`src/rtl/serial_pattern_tx.sv`:
```
// serial_pattern_tx
//   Serial bit-pattern transmitter. Accepts a WIDTH-bit pattern (built-in
//   DEFAULT_PATTERN or pattern_in) plus a repeat count, then shifts the
//   pattern out MSB-first, one bit per clock, optionally separating repeats
//   with GAP idle cycles. Intended to drive the din of a sequence detector.
//
// Ports
//   clk          system clock, all logic on the rising edge
//   reset        synchronous, active-high reset
//   start        burst request, sampled only while idle
//   use_default  1 = send DEFAULT_PATTERN, 0 = send pattern_in
//   pattern_in   user pattern, latched when start is accepted
//   repeat_cnt   number of pattern transmissions (0 behaves as 1)
//   abort        terminate the current burst without a done pulse
//   dout         serial data, MSB first (IDLE_LEVEL when not sending)
//   dout_valid   high while dout carries a pattern bit
//   busy         high from the accepted start until the burst ends
//   done         one-cycle pulse after the last bit of a completed burst
module serial_pattern_tx #(
   parameter int               WIDTH           = 5,
   parameter logic [WIDTH-1:0] DEFAULT_PATTERN = WIDTH'(5'b10011),
   parameter int               CNT_W           = 4,
   parameter int               GAP             = 0,
   parameter logic             IDLE_LEVEL      = 1'b0
) (
   input  logic             clk,
   input  logic             reset,
   input  logic             start,
   input  logic             use_default,
   input  logic [WIDTH-1:0] pattern_in,
   input  logic [CNT_W-1:0] repeat_cnt,
   input  logic             abort,
   output logic             dout,
   output logic             dout_valid,
   output logic             busy,
   output logic             done
);

   typedef enum logic [1:0] {S_IDLE, S_SHIFT, S_GAP} state_t;

   localparam int BIT_W = $clog2(WIDTH);
   localparam int GAP_W = (GAP > 1) ? $clog2(GAP) : 1;
   localparam logic [BIT_W-1:0] BIT_LAST = BIT_W'(WIDTH - 1);
   localparam logic [GAP_W-1:0] GAP_LAST = GAP_W'((GAP > 0) ? GAP - 1 : 0);

   state_t             state_q;
   logic [WIDTH-1:0]   pat_q;       // pattern held for reloading on each repeat
   logic [WIDTH-1:0]   shreg_q;     // bits still to be sent in this repeat, MSB next
   logic [BIT_W-1:0]   bit_cnt_q;   // index of the bit currently on dout
   logic [CNT_W-1:0]   rep_q;       // repeats remaining, including the current one
   logic [GAP_W-1:0]   gap_cnt_q;
   logic               dout_q;
   logic               valid_q;
   logic               busy_q;
   logic               done_q;

   logic [WIDTH-1:0]   pat_d;
   logic [CNT_W-1:0]   reps_d;

   always_comb begin
      pat_d  = use_default ? DEFAULT_PATTERN : pattern_in;
      reps_d = (repeat_cnt == '0) ? CNT_W'(1) : repeat_cnt;
   end

   always_ff @(posedge clk) begin
      if (reset) begin
         state_q   <= S_IDLE;
         pat_q     <= '0;
         shreg_q   <= '0;
         bit_cnt_q <= '0;
         rep_q     <= '0;
         gap_cnt_q <= '0;
         dout_q    <= IDLE_LEVEL;
         valid_q   <= 1'b0;
         busy_q    <= 1'b0;
         done_q    <= 1'b0;
      end else begin
         done_q <= 1'b0;
         case (state_q)
            S_IDLE: begin
               // abort is deliberately not looked at here, so abort+start still starts
               if (start) begin
                  pat_q     <= pat_d;
                  shreg_q   <= {pat_d[WIDTH-2:0], 1'b0};
                  dout_q    <= pat_d[WIDTH-1];
                  valid_q   <= 1'b1;
                  busy_q    <= 1'b1;
                  bit_cnt_q <= '0;
                  rep_q     <= reps_d;
                  state_q   <= S_SHIFT;
               end
            end

            S_SHIFT: begin
               if (abort) begin
                  state_q <= S_IDLE;
                  dout_q  <= IDLE_LEVEL;
                  valid_q <= 1'b0;
                  busy_q  <= 1'b0;
               end else if (bit_cnt_q == BIT_LAST) begin
                  if (rep_q > CNT_W'(1)) begin
                     rep_q <= rep_q - CNT_W'(1);
                     if (GAP == 0) begin
                        // seamless concatenation: next repeat's MSB on the very next edge
                        dout_q    <= pat_q[WIDTH-1];
                        shreg_q   <= {pat_q[WIDTH-2:0], 1'b0};
                        bit_cnt_q <= '0;
                     end else begin
                        state_q   <= S_GAP;
                        gap_cnt_q <= '0;
                        dout_q    <= IDLE_LEVEL;
                        valid_q   <= 1'b0;
                     end
                  end else begin
                     state_q <= S_IDLE;
                     rep_q   <= '0;
                     dout_q  <= IDLE_LEVEL;
                     valid_q <= 1'b0;
                     busy_q  <= 1'b0;
                     done_q  <= 1'b1;
                  end
               end else begin
                  dout_q    <= shreg_q[WIDTH-1];
                  shreg_q   <= {shreg_q[WIDTH-2:0], 1'b0};
                  bit_cnt_q <= bit_cnt_q + 1'b1;
               end
            end

            S_GAP: begin
               if (abort) begin
                  state_q <= S_IDLE;
                  dout_q  <= IDLE_LEVEL;
                  valid_q <= 1'b0;
                  busy_q  <= 1'b0;
               end else if (gap_cnt_q == GAP_LAST) begin
                  state_q   <= S_SHIFT;
                  dout_q    <= pat_q[WIDTH-1];
                  shreg_q   <= {pat_q[WIDTH-2:0], 1'b0};
                  bit_cnt_q <= '0;
                  valid_q   <= 1'b1;
               end else begin
                  gap_cnt_q <= gap_cnt_q + 1'b1;
               end
            end

            default: begin
               state_q <= S_IDLE;
               dout_q  <= IDLE_LEVEL;
               valid_q <= 1'b0;
               busy_q  <= 1'b0;
            end
         endcase
      end
   end

   assign dout       = dout_q;
   assign dout_valid = valid_q;
   assign busy       = busy_q;
   assign done       = done_q;

endmodule

```
`config.mk`:
```
export PLATFORM = sky130hd
export DESIGN_NAME = serial_pattern_tx
export DESIGN_NICKNAME = d
export VERILOG_FILES = /design/src/rtl/serial_pattern_tx.sv
export SDC_FILE = /design/constraint.sdc
export NUM_CORES = 1
export LEC_CHECK = 0
export ABC_CLOCK_PERIOD_IN_PS = 1830
export CAP_MARGIN = 20
export CORE_MARGIN = 1.5
export CORE_UTILIZATION = 25
export DETAILED_ROUTE_END_ITERATION = 8
export PLACE_DENSITY = 0.42
export REMOVE_ABC_BUFFERS = 1
export SETUP_SLACK_MARGIN = 0.5
export SKIP_CTS_REPAIR_TIMING = 1
export SLEW_MARGIN = 40
export SYNTH_ARGS = -nofsm -noshare
export SYNTH_HDL_FRONTEND = slang
export SYNTH_SLANG_ARGS = --single-unit
```
`constraint.sdc`:
```
create_clock -name clk -period 1.83 [get_ports clk]
set_input_delay 0.366 -clock clk [delete_from_list [all_inputs] [get_ports clk]]
set_output_delay 0.366 -clock clk [all_outputs]
set_load 0.005 [all_outputs]
```
==> results.toml <==
[cells_and_area]
drive_above_1_share_pct = 42.2
final_net_count = 185
area_growth_pct = 64.9
post-route-util_pct = 42.7
n_antenna_cell = 0
nFillCells = 415
design_area_um2 = 1710

[floorplan]
row_count = 23
die_h_um = 67.4
pin_count = 18
die_x_um = 67.4
coreArea_um2 = 4000
dieArea_um2 = 4540
start_util_pct = 25.9

[clocking]
cts_max_level = 1
clk_latency_ps = 250
path_clk_slew_ps = 80
cts_max_path_buffers = 2
cts_tree = "done"
cts_sinks = 19
clockRootBuffer = "clkbuf_8"
cts-buffers-inserted = 3

[power]
seqPwrFrac_pct = 42.9
p_int_uw = 773
pwr-share-comb_pct = 29.5
pwr-share-clk_pct = 27.7
swShare_pct = 28.7
vdd_drop_max_uv = 316
power.switching_uw = 311
design_power_total_uw = 1080
p_leak_uw = 0.000710
power.density_nw_per_um2 = 635

[route]
top_layer_used = "met4"
drc = 0
firstDrtPassIters = 4
via_per_inst = 4.81
route.met3.wl_um = 69
drtIter0Drc = 16
wl_met1_um = 1480
avgRoutedWirePerCell_um = 13.6
num_vias = 1039
routed_wl_um = 2940
final_antenna_net_count = 0
wl_met2_um = 1360

[logic_synthesis]
synth_compound_gate_area_share_pct = 23.8
synth_edf_count = 0
synthMuxAreaShare_pct = 1.45
synth_area_um2 = 1040
ys_seq_area_share_pct = 36.7
synth_cells = 127
ys_seq_elements = 19
synth_fa_ha_area_share_pct = 4.83
synth-simple-area-share_pct = 26.3
avgSynthCellArea_um2 = 8.16
synthDistinctLibCells = 39
synth_top_family_by_area = "simple AND/OR/NAND/NOR gates"
synth-xor-area-share_pct = 0.845
synth_top_flop_cell = "dfxtp_1"
ys.warnings.count = 0
ys_async_sr_fraction_pct = 0

[sta]
skew_ps = 2.97
worst_pin_slew_ps = 401
hold_violations = 0
setup_tns_ps = 0
rsz0062_at_grt = "true"
clock.fmax_mhz = 681
post-route-period-util_pct = 80.2
period_needed_ps = 1470
finalSetupViolCount = 0
maxSlewHeadroom_pct = 73.2
drv_slew = 0

[hold_path]
min_to = "pat_q[2]"
hold_start = "pat_q[2]"
whs_path_depth = 2
hp-class = "reg2reg"

[worst_setup_path]
crit_type = "reg2reg"
cp-end-kind = "register"
rrSetupSlack_ps = 360
startpoint_type = "register"
r2r-end = "shreg_q[1]"
arrival_ps = 1620
r2r-start = "rep_q[0]"
critPathMaxFanout = 5
r2r_cells = 8
cp.required_ps = 1980

[placement]
placed_area_um2 = 1320
dp.final_hpwl_um = 2090
port_buffers = 17
place.gp.congestion = 0.743

[global_route]
grt_max_degree = 14
grt_usage_pct = 13.6
antenna_found_initial = 0
grt_first_pass_wirelength_um = 4550
grt_pass1_vias = 946
grt_overflow = 0

[outcome]
status = "finished clean"

[flow_run]
drv_cap = 0
[cells in the final DEF (no fill, tap or decap), drive strengths merged, types with 3 or more instances in the layout]
cell type / instances
ha: 4
nand2: 10
nor3: 9
dlymetal6s2s: 7
o21ai: 3
nor2b: 3
dfxtp: 19
nor2: 11
and2: 3
buf: 27
a211oi: 3
a31oi: 5
nand3b: 3
a21oi: 11
inv: 6
clkdlybuf4s50: 10
clkbuf: 4
[metrics by stage]
stage,std cells,hold WS (ps),setup slack (ps)
after floorplan,118,426,123
after global placement,197,449,20.0
after detailed placement,197,456,12.8
after CTS,201,468,87.5
after global routing,216,492,291
final,216,464,361
[final cells by class]
| class | count | area, um2 | share of cell area, % |
|---|---|---|---|
| Tap cell | 50 | 62.6 | 3.66 |
| Clock buffer | 4 | 45.0 | 2.64 |
| Sequential cell | 19 | 399 | 23.4 |
| Inverter | 6 | 30.0 | 1.76 |
| Timing Repair Buffer | 44 | 429 | 25.1 |
| Multi-Input combinational cell | 93 | 742 | 43.4 |
[registers in the layout, summed over array words and instances (netlist names)]
| name | count |
|---|---|
| shreg_q | 4 |
| bit_cnt_q | 3 |
| dout | 1 |
| state_q | 1 |
| done | 1 |
| rep_q | 4 |
| pat_q | 5 |
[per-layer routing]
layer | GRT usage, % | vias to the layer above
met1 | 18.0 | 491
met4 | 5.36 | 0
met3 | 3.00 | 4
li1 | - | 534
met5 | 0 | -
met2 | 21.5 | 10
[cells in the mapped netlist, drive strengths merged, types with 2 or more instances]
library cell	count	share of area, %
nand2	10	3.6
a221oi	2	1.7
a311o	2	1.9
clkbuf	5	1.8
nand2b	2	1.2
a31oi	5	3.0
nand4b	2	1.7
dfxtp	19	37
nor3	9	4.3
a21oi	11	5.3
nor2b	3	1.8
buf	4	2.1
nand3	2	0.97
ha	4	4.8
and2	3	1.8
or2	2	1.4
nor2	11	4.0
nand3b	3	2.2
inv	6	2.2
or3	2	1.2
o31ai	2	2.8
o21ai	3	1.4
a211oi	3	2.2
[power by group through the flow]
stage          clock (uW)  combinational, uW  sequential, uW
2_1_floorplan           0                114             471
3_3_place_gp            0                221             472
3_5_place_dp            0                223             472
4_1_cts               316                224             463
5_1_grt               337                351             469
6_report              300                319             465
[how the worst max path moves through the flow]
stage	start	endpoint	slack [ps]	cells past startpoint
3_5_place_dp	abort	rep_q[0]	10	6
4_1_cts	state_q[0]	dout_valid	90	1
5_1_grt	rep_q[0]	shreg_q[3]	290	8
6_report	rep_q[0]	shreg_q[1]	360	8
3_3_place_gp	abort	rep_q[1]	20	6
2_1_floorplan	state_q[0]	rep_q[0]	120	4
[worst max-delay path: stages (launching register included)]
cell and delay (ps):
dfxtp_4 370, inv_4 60, ha_4 130, nor2_4 30, buf_6 110, o31ai_4 260, buf_6 150, and2_4 170
a211oi_2 60
[cells by family (layout without fill, tap and decap cells)]
kind of cell | Yosys count | after routing
compound gates | 35 | 35
xor+xnor | 1 | 1
fa+ha+maj | 4 | 4
buf+inv | 15 | 54
flops | 19 | 19
mux | 1 | 1
simple gates | 52 | 52
Power figures use the tool's default switching activity.
